===== src/rtl/rgb2yuv_encoder_if.sv =====
// rtl/rgb2yuv_encoder_if.sv - SRAM bus and start/finish handshake for the RGB to YUV encoder
interface rgb2yuv_encoder_if;
   logic        enc_start;
   logic        enc_finish;
   logic [15:0] SRAM_read_data;
   logic [15:0] SRAM_write_data;
   logic [17:0] SRAM_address;
   logic        SRAM_we_n;

   // Encoder side: issues SRAM cycles and reports completion
   modport master (
      input  enc_start,
      input  SRAM_read_data,
      output enc_finish,
      output SRAM_write_data,
      output SRAM_address,
      output SRAM_we_n
   );

   // Top level / memory side
   modport slave (
      output enc_start,
      output SRAM_read_data,
      input  enc_finish,
      input  SRAM_write_data,
      input  SRAM_address,
      input  SRAM_we_n
   );
endinterface


===== src/rtl/rgb2yuv_encoder.sv =====
// rtl/rgb2yuv_encoder.sv - packed RGB to planar YUV 4:2:2 encoder; CHROMA_AVG_EN selects pair-averaged chroma
module rgb2yuv_encoder #(
   parameter logic [17:0] RGB_BASE   = 18'd146944,
   parameter logic [17:0] Y_BASE     = 18'd0,
   parameter logic [17:0] U_BASE     = 18'd38400,
   parameter logic [17:0] V_BASE     = 18'd57600,
   parameter int          NUM_PIXELS = 76800
) (
   input  logic              CLOCK_50_I,
   input  logic              resetn,
   rgb2yuv_encoder_if.master bus
);

   localparam logic [17:0] LAST_G = 18'(NUM_PIXELS / 4 - 1);

   typedef enum logic [3:0] {
      S_IDLE, S_RD0, S_RD1, S_RD2, S_RD3, S_RD4, S_RD5,
      S_WT0, S_WT1, S_CALC, S_WR_Y0, S_WR_Y1, S_WR_U, S_WR_V, S_DONE
   } state_t;

   state_t      state_q, state_d;
   logic [17:0] g_q, g_d;
   logic [15:0] word_q [0:5];
   logic [7:0]  y_q [0:3];
   logic [7:0]  u_q [0:1];
   logic [7:0]  v_q [0:1];

   // Clamp a signed intermediate to an unsigned byte
   function automatic logic [7:0] sat8(input logic signed [19:0] v);
      if (v < 20'sd0)
         return 8'd0;
      else if (v > 20'sd255)
         return 8'd255;
      else
         return v[7:0];
   endfunction

   function automatic logic [7:0] calc_y(input logic [7:0] r, input logic [7:0] g, input logic [7:0] b);
      logic signed [19:0] s;
      s = 20'sd66 * $signed({12'd0, r}) + 20'sd129 * $signed({12'd0, g})
        + 20'sd25 * $signed({12'd0, b}) + 20'sd128;
      return sat8((s >>> 8) + 20'sd16);
   endfunction

   // Chroma operands are pair sums (9 bits), hence the shift by 9 instead of 8
   function automatic logic [7:0] calc_u(input logic [8:0] r, input logic [8:0] g, input logic [8:0] b);
      logic signed [19:0] s;
      s = -20'sd38 * $signed({11'd0, r}) - 20'sd74 * $signed({11'd0, g})
        + 20'sd112 * $signed({11'd0, b}) + 20'sd256;
      return sat8((s >>> 9) + 20'sd128);
   endfunction

   function automatic logic [7:0] calc_v(input logic [8:0] r, input logic [8:0] g, input logic [8:0] b);
      logic signed [19:0] s;
      s = 20'sd112 * $signed({11'd0, r}) - 20'sd94 * $signed({11'd0, g})
        - 20'sd18 * $signed({11'd0, b}) + 20'sd256;
      return sat8((s >>> 9) + 20'sd128);
   endfunction

   // Unpack the six captured words into four RGB pixels (high byte first)
   logic [7:0] r0, g0, b0, r1, g1, b1, r2, g2, b2, r3, g3, b3;
   assign r0 = word_q[0][15:8];
   assign g0 = word_q[0][7:0];
   assign b0 = word_q[1][15:8];
   assign r1 = word_q[1][7:0];
   assign g1 = word_q[2][15:8];
   assign b1 = word_q[2][7:0];
   assign r2 = word_q[3][15:8];
   assign g2 = word_q[3][7:0];
   assign b2 = word_q[4][15:8];
   assign r3 = word_q[4][7:0];
   assign g3 = word_q[5][15:8];
   assign b3 = word_q[5][7:0];

   logic [8:0] rs01, gs01, bs01, rs23, gs23, bs23;
`ifdef CHROMA_AVG_EN
   assign rs01 = {1'b0, r0} + {1'b0, r1};
   assign gs01 = {1'b0, g0} + {1'b0, g1};
   assign bs01 = {1'b0, b0} + {1'b0, b1};
   assign rs23 = {1'b0, r2} + {1'b0, r3};
   assign gs23 = {1'b0, g2} + {1'b0, g3};
   assign bs23 = {1'b0, b2} + {1'b0, b3};
`else
   // Decimation: the even pixel stands in for the pair, doubled to keep the same scale
   assign rs01 = {r0, 1'b0};
   assign gs01 = {g0, 1'b0};
   assign bs01 = {b0, 1'b0};
   assign rs23 = {r2, 1'b0};
   assign gs23 = {g2, 1'b0};
   assign bs23 = {b2, 1'b0};
`endif

   logic [17:0] rd_base, y_base_g, u_addr, v_addr;
   assign rd_base  = RGB_BASE + g_q * 18'd6;
   assign y_base_g = Y_BASE + {g_q[16:0], 1'b0};
   assign u_addr   = U_BASE + g_q;
   assign v_addr   = V_BASE + g_q;

   // State and group counter registers
   always_ff @(posedge CLOCK_50_I or negedge resetn) begin
      if (!resetn) begin
         state_q <= S_IDLE;
         g_q     <= '0;
      end else begin
         state_q <= state_d;
         g_q     <= g_d;
      end
   end

   // Capture read data two cycles after each read address, then register results in CALC
   always_ff @(posedge CLOCK_50_I or negedge resetn) begin
      if (!resetn) begin
         for (int i = 0; i < 6; i++) word_q[i] <= '0;
         for (int i = 0; i < 4; i++) y_q[i] <= '0;
         for (int i = 0; i < 2; i++) begin
            u_q[i] <= '0;
            v_q[i] <= '0;
         end
      end else begin
         case (state_q)
            S_RD2: word_q[0] <= bus.SRAM_read_data;
            S_RD3: word_q[1] <= bus.SRAM_read_data;
            S_RD4: word_q[2] <= bus.SRAM_read_data;
            S_RD5: word_q[3] <= bus.SRAM_read_data;
            S_WT0: word_q[4] <= bus.SRAM_read_data;
            S_WT1: word_q[5] <= bus.SRAM_read_data;
            S_CALC: begin
               y_q[0] <= calc_y(r0, g0, b0);
               y_q[1] <= calc_y(r1, g1, b1);
               y_q[2] <= calc_y(r2, g2, b2);
               y_q[3] <= calc_y(r3, g3, b3);
               u_q[0] <= calc_u(rs01, gs01, bs01);
               u_q[1] <= calc_u(rs23, gs23, bs23);
               v_q[0] <= calc_v(rs01, gs01, bs01);
               v_q[1] <= calc_v(rs23, gs23, bs23);
            end
            default: ;
         endcase
      end
   end

   // Next-state logic and SRAM bus outputs decoded from the current state
   always_comb begin
      state_d             = state_q;
      g_d                 = g_q;
      bus.SRAM_address    = '0;
      bus.SRAM_write_data = '0;
      bus.SRAM_we_n       = 1'b1;
      bus.enc_finish      = 1'b0;
      case (state_q)
         S_IDLE: begin
            if (bus.enc_start) begin
               state_d = S_RD0;
               g_d     = '0;
            end
         end
         S_RD0: begin bus.SRAM_address = rd_base;         state_d = S_RD1; end
         S_RD1: begin bus.SRAM_address = rd_base + 18'd1; state_d = S_RD2; end
         S_RD2: begin bus.SRAM_address = rd_base + 18'd2; state_d = S_RD3; end
         S_RD3: begin bus.SRAM_address = rd_base + 18'd3; state_d = S_RD4; end
         S_RD4: begin bus.SRAM_address = rd_base + 18'd4; state_d = S_RD5; end
         S_RD5: begin bus.SRAM_address = rd_base + 18'd5; state_d = S_WT0; end
         S_WT0:  state_d = S_WT1;
         S_WT1:  state_d = S_CALC;
         S_CALC: state_d = S_WR_Y0;
         S_WR_Y0: begin
            bus.SRAM_address    = y_base_g;
            bus.SRAM_write_data = {y_q[0], y_q[1]};
            bus.SRAM_we_n       = 1'b0;
            state_d             = S_WR_Y1;
         end
         S_WR_Y1: begin
            bus.SRAM_address    = y_base_g + 18'd1;
            bus.SRAM_write_data = {y_q[2], y_q[3]};
            bus.SRAM_we_n       = 1'b0;
            state_d             = S_WR_U;
         end
         S_WR_U: begin
            bus.SRAM_address    = u_addr;
            bus.SRAM_write_data = {u_q[0], u_q[1]};
            bus.SRAM_we_n       = 1'b0;
            state_d             = S_WR_V;
         end
         S_WR_V: begin
            bus.SRAM_address    = v_addr;
            bus.SRAM_write_data = {v_q[0], v_q[1]};
            bus.SRAM_we_n       = 1'b0;
            if (g_q == LAST_G) begin
               state_d = S_DONE;
            end else begin
               state_d = S_RD0;
               g_d     = g_q + 18'd1;
            end
         end
         S_DONE: begin
            bus.enc_finish = 1'b1;
            state_d        = S_IDLE;
         end
         default: state_d = S_IDLE;
      endcase
   end

endmodule


===== src/flat_wrapper.sv =====
// flat-port wrapper written by rule: the top's interface ports become plain ports
module rgb2yuv_encoder_flat 
#(
   parameter logic [17:0] RGB_BASE   = 18'd146944,
   parameter logic [17:0] Y_BASE     = 18'd0,
   parameter logic [17:0] U_BASE     = 18'd38400,
   parameter logic [17:0] V_BASE     = 18'd57600,
   parameter int          NUM_PIXELS = 76800
)
  (CLOCK_50_I, resetn, bus_enc_start, bus_SRAM_read_data, bus_enc_finish, bus_SRAM_write_data, bus_SRAM_address, bus_SRAM_we_n);
  rgb2yuv_encoder_if bus_i ();
  input  logic CLOCK_50_I;
  input  logic resetn;
  input wire logic [$bits(bus_i.enc_start)-1:0] bus_enc_start;
  input wire logic [$bits(bus_i.SRAM_read_data)-1:0] bus_SRAM_read_data;
  output wire logic [$bits(bus_i.enc_finish)-1:0] bus_enc_finish;
  output wire logic [$bits(bus_i.SRAM_write_data)-1:0] bus_SRAM_write_data;
  output wire logic [$bits(bus_i.SRAM_address)-1:0] bus_SRAM_address;
  output wire logic [$bits(bus_i.SRAM_we_n)-1:0] bus_SRAM_we_n;
  assign bus_i.enc_start = bus_enc_start;
  assign bus_i.SRAM_read_data = bus_SRAM_read_data;
  assign bus_enc_finish = bus_i.enc_finish;
  assign bus_SRAM_write_data = bus_i.SRAM_write_data;
  assign bus_SRAM_address = bus_i.SRAM_address;
  assign bus_SRAM_we_n = bus_i.SRAM_we_n;
  rgb2yuv_encoder #(.RGB_BASE(RGB_BASE), .Y_BASE(Y_BASE), .U_BASE(U_BASE), .V_BASE(V_BASE), .NUM_PIXELS(NUM_PIXELS)) u_core (.CLOCK_50_I(CLOCK_50_I), .resetn(resetn), .bus(bus_i));
endmodule

===== config.mk =====
export PLATFORM = sky130hd
export DESIGN_NAME = rgb2yuv_encoder_flat
export DESIGN_NICKNAME = d
export VERILOG_FILES = /design/src/rtl/rgb2yuv_encoder_if.sv /design/src/rtl/rgb2yuv_encoder.sv /design/src/flat_wrapper.sv
export SDC_FILE = /design/constraint.sdc
export NUM_CORES = 2
export LEC_CHECK = 0
export BUFFER_PORTS_ARGS = -buffer_cell sky130_fd_sc_hd__buf_2
export CAP_MARGIN = 20
export CORE_ASPECT_RATIO = 1.25
export CORE_MARGIN = 8
export CORE_UTILIZATION = 55
export CTS_BUF_LIST = sky130_fd_sc_hd__clkbuf_4
export CTS_CLUSTER_SIZE = 28
export DETAILED_ROUTE_END_ITERATION = 6
export GPL_TIMING_DRIVEN = 0
export PLACE_DENSITY = 0.67
export SYNTH_ARGS = -nofsm -noshare
export SYNTH_HDL_FRONTEND = slang
export SYNTH_SLANG_ARGS = --single-unit
export TNS_END_PERCENT = 50

===== constraint.sdc =====
create_clock -name CLOCK_50_I -period 10.92 [get_ports CLOCK_50_I]
set_input_delay 2.184 -clock CLOCK_50_I [delete_from_list [all_inputs] [get_ports CLOCK_50_I]]
set_output_delay 2.184 -clock CLOCK_50_I [all_outputs]
set_load 0.02 [all_outputs]

==> results_dict.tcl <==
set metrics [dict create \
    outcome "complete, no violations" \
    fin_worst_skew_ns 0.0469 \
    rrSetupSlack_ns 2.51 \
    nets 4189 \
    synthArstFlopShare_pct 100 \
    drc_errors 0 \
    cp-end-kind "flop" \
    ys.flop_type "dfrtp_1" \
    synth_nets 4112 \
    die_area_sq_mm 0.0609 \
    critPathTopFamily "adder cells" \
    synth_edf_count 0 \
    crit_type "flop to flop" \
    core_area_sq_mm 0.0526 \
    gp_congestion 0.927 \
    clk_pin_slew_ns 0.15 \
    track_usage_pct 25.8 \
    wl_per_cell_um 19.6 \
    h-tree-depth 4 \
    fp.dieW_um 222 \
    cts_root_buf "clkbuf_4" \
    ctsResizeCount 0 \
    syn_area_per_cell_sq_um 9.13 \
    setup_viol 0 \
    cp_slowest_cell "dfrtp_1" \
    syn_area_sq_mm 0.0293 \
    hold_viol_final 0 \
    routed_wirelength_mm 77.8 \
    timing.rr.end "u_core.u_q[11]" \
    fmaxAchievable_ghz 0.119 \
    reg2reg_depth 32 \
    overflow 0 \
    max-cap-violations 0 \
    synth_seq_area_share_pct 15.6 \
    cp-startpoint "u_core.r0[2]" \
    startpoint_type "flop" \
    antenna_found_initial 2 \
    vias 23054 \
    max-slew-margin-rel_pct 25.8 \
    worstPathArrival_ns 9.02 \
    cpMostUsedCell "ha_1" \
    grt_pass1_vias 23878 \
    grt_pass1_wl_mm 124 \
    initial_core_util_pct 55.7 \
    crit_required_ns 11.52 \
    rows 94 \
    max-clock-path-buffers 2 \
    drive_above_1_share_pct 5.04 \
    final.min_clock_period_ns 8.41 \
    postCtsHoldBufs 0 \
    fin_crit_sh_pct 77.0 \
    postCtsSetupBuffers 0 \
    place_hpwl_mm 64.6 \
    hold_depth 1 \
    clock_latency_ns 0.75 \
    drtAntennaViolNets 0 \
    cp_num_buf_inv 4 \
    netlist_instances 3206 \
    via_per_inst 5.81 \
    portBuffers 54 \
    cpPeakStageDelay_ns 0.69 \
    crit_fanout 8 \
    first_pass_iters 7 \
    ys_types 74 \
    tritoncts "yes" \
    rsz0062_at_grt "no" \
    area_growth_pct 5.06 \
    tns_ns 0 \
    ys_ff_latch 182 \
    holdCritStartpoint "u_core.y_q[15]" \
    holdCritPathClass "flop to flop" \
    worstHoldEndpoint "u_core.y_q[15]" \
    drv_slew 0 \
    drt_iter0_drc 1375 \
    io_pins 55 \
    r2r-start "u_core.r0[2]" \
    grt_max_degree 115 \
    tightest_slew_ns 1.11 \
    die_y_um 274 \
    cts_buffers 17 \
    cts.sinks 182 \
    synth-warning-count 0 \
]
-- state kept, by name, summed over array words and instances (netlist names) --
signal	count
u_core.r0	8
u_core.g1	8
u_core.r3	8
u_core.r1	8
u_core.g2	8
u_core.g_q	18
u_core.state_q	4
u_core.r2	8
u_core.b1	8
u_core.u_q	16
u_core.b0	8
u_core.v_q	16
u_core.y_q	32
u_core.g3	8
u_core.b2	8
u_core.b3	8
u_core.g0	8
-- worst register-to-register path: cells and delay by family, from the launching register on --
kind | cells | cell delay, ns
fa+ha+maj | 10 | 3.58
xor+xnor | 2 | 0.39
flops | 1 | 0.69
simple gates | 4 | 0.67
buf+inv | 4 | 0.46
compound gates | 11 | 2.36
mux | 1 | 0.16
-- layer usage --
layer | routed length, um | GRT usage [%] | share of wire (%) | vias to the layer above
met4 | 3560 | 11.4 | 4.6 | 0
met2 | 39400 | 47.0 | 51 | 475
met3 | 2530 | 2.54 | 3.3 | 151
met1 | 32300 | 30.5 | 41 | 11313
li1 | - | - | - | 11115
met5 | 0 | 0 | 0 | -
-- final cells by class --
| type | count | area, sq um |
|---|---|---|
| diodes | 2 | 5.00 |
| fillers | 4752 | 21800 |
| repair buffers | 58 | 332 |
| clock inverters | 14 | 163 |
| flip-flops and latches | 182 | 4550 |
| inverters | 525 | 1970 |
| multi-input cells | 2444 | 22500 |
| plain buffers | 55 | 208 |
| clock buffers | 18 | 135 |
| well taps | 672 | 841 |
-- through the flow --
| step | utilization, % | setup WS (ns) | hold WS (ns) | cells | area [sq um] |
|---|---|---|---|---|---|
| final | 58.5 | 2.51 | 0.524 | 3970 | 30800 |
| after floorplan | - | 3.79 | 0.450 | 3206 | 29300 |
| after global routing | 58.5 | 1.96 | 0.545 | 3970 | 30800 |
| after detailed placement | 57.9 | 2.63 | 0.473 | 3936 | 30400 |
| after CTS | 58.5 | 2.56 | 0.519 | 3968 | 30700 |
| after global placement | 57.8 | 2.94 | 0.475 | 3932 | 30400 |
-- cells in the final DEF, fill, tap and decap left out, types with 7 or more instances in the layout --
cell type  count
nor2b_1       34
nor2_1       179
o22ai_1       11
o21a_1        27
o2111ai_1      8
nand4_1       15
mux2i_1        7
xnor2_1      165
a22oi_1       40
mux2_2        47
and2_1        15
nand2_1      163
or3_1          9
a21oi_1      178
or2_2          7
ha_1         680
clkbuf_4      18
o211ai_1      10
fa_1         207
inv_1        525
clkbuf_1      50
nand3_1       47
o221a_2       11
buf_2         55
xor2_1        87
a211oi_1      10
o21bai_1      48
o21ai_0      154
o22a_1        14
a31oi_1       30
and3_1        11
nor3_1        35
a21o_1        64
dfrtp_1      182
nand2b_1      30
-- cell families after synthesis --
family | after synthesis | synth area share, %
AOI/OAI and AO/OA | 687 | 15.3
DFF | 182 | 15.6
xor gates and xnor gates | 252 | 7.54
buffers and inverters | 580 | 7.44
and+or+nand+nor | 564 | 8.87
muxes | 54 | 2.05
adders and majority gates | 887 | 43.2
-- how the worst max path moves through the flow --
stage	slack [ns]	to	cells after the start
4_1_cts	2.56	u_core.u_q[11]	32
3_5_place_dp	2.63	u_core.u_q[11]	32
5_1_grt	1.96	u_core.u_q[12]	32
2_1_floorplan	3.79	u_core.u_q[11]	32
3_3_place_gp	2.94	u_core.v_q[9]	32
6_report	2.51	u_core.u_q[11]	32
-- synthesized netlist by cell type (all sizes together) (5+ instances only) --
master / instances / area share, %
a31oi: 30 / 0.64
xor2: 87 / 2.6
a21o: 64 / 1.6
or3: 9 / 0.19
o22a: 14 / 0.42
or2: 7 / 0.15
o2111ai: 8 / 0.24
mux2i: 7 / 0.24
a22oi: 40 / 1.0
a221o: 6 / 0.21
nand3: 48 / 0.84
mux2: 47 / 1.8
nor3: 36 / 0.62
o221ai: 7 / 0.23
nor2b: 34 / 0.73
nand2: 163 / 2.1
a2111oi: 5 / 0.17
clkbuf: 50 / 0.64
a211oi: 12 / 0.34
o21a: 27 / 0.69
o31ai: 5 / 0.13
o21ai: 159 / 2.7
and2: 15 / 0.32
nand2b: 30 / 0.64
o22ai: 11 / 0.24
nor2: 179 / 2.3
buf: 5 / 0.068
dfrtp: 182 / 16
o221a: 11 / 0.42
o31a: 5 / 0.15
nand4: 15 / 0.32
ha: 680 / 29
fa: 207 / 14
a21oi: 178 / 3.0
o21bai: 48 / 1.2
inv: 525 / 6.7
xnor2: 165 / 4.9
and3: 11 / 0.24
o211ai: 11 / 0.30
o311ai: 5 / 0.15
Power is not shown: default switching activity piles up to over one toggle a cycle in this logic, so the estimate is an artifact.
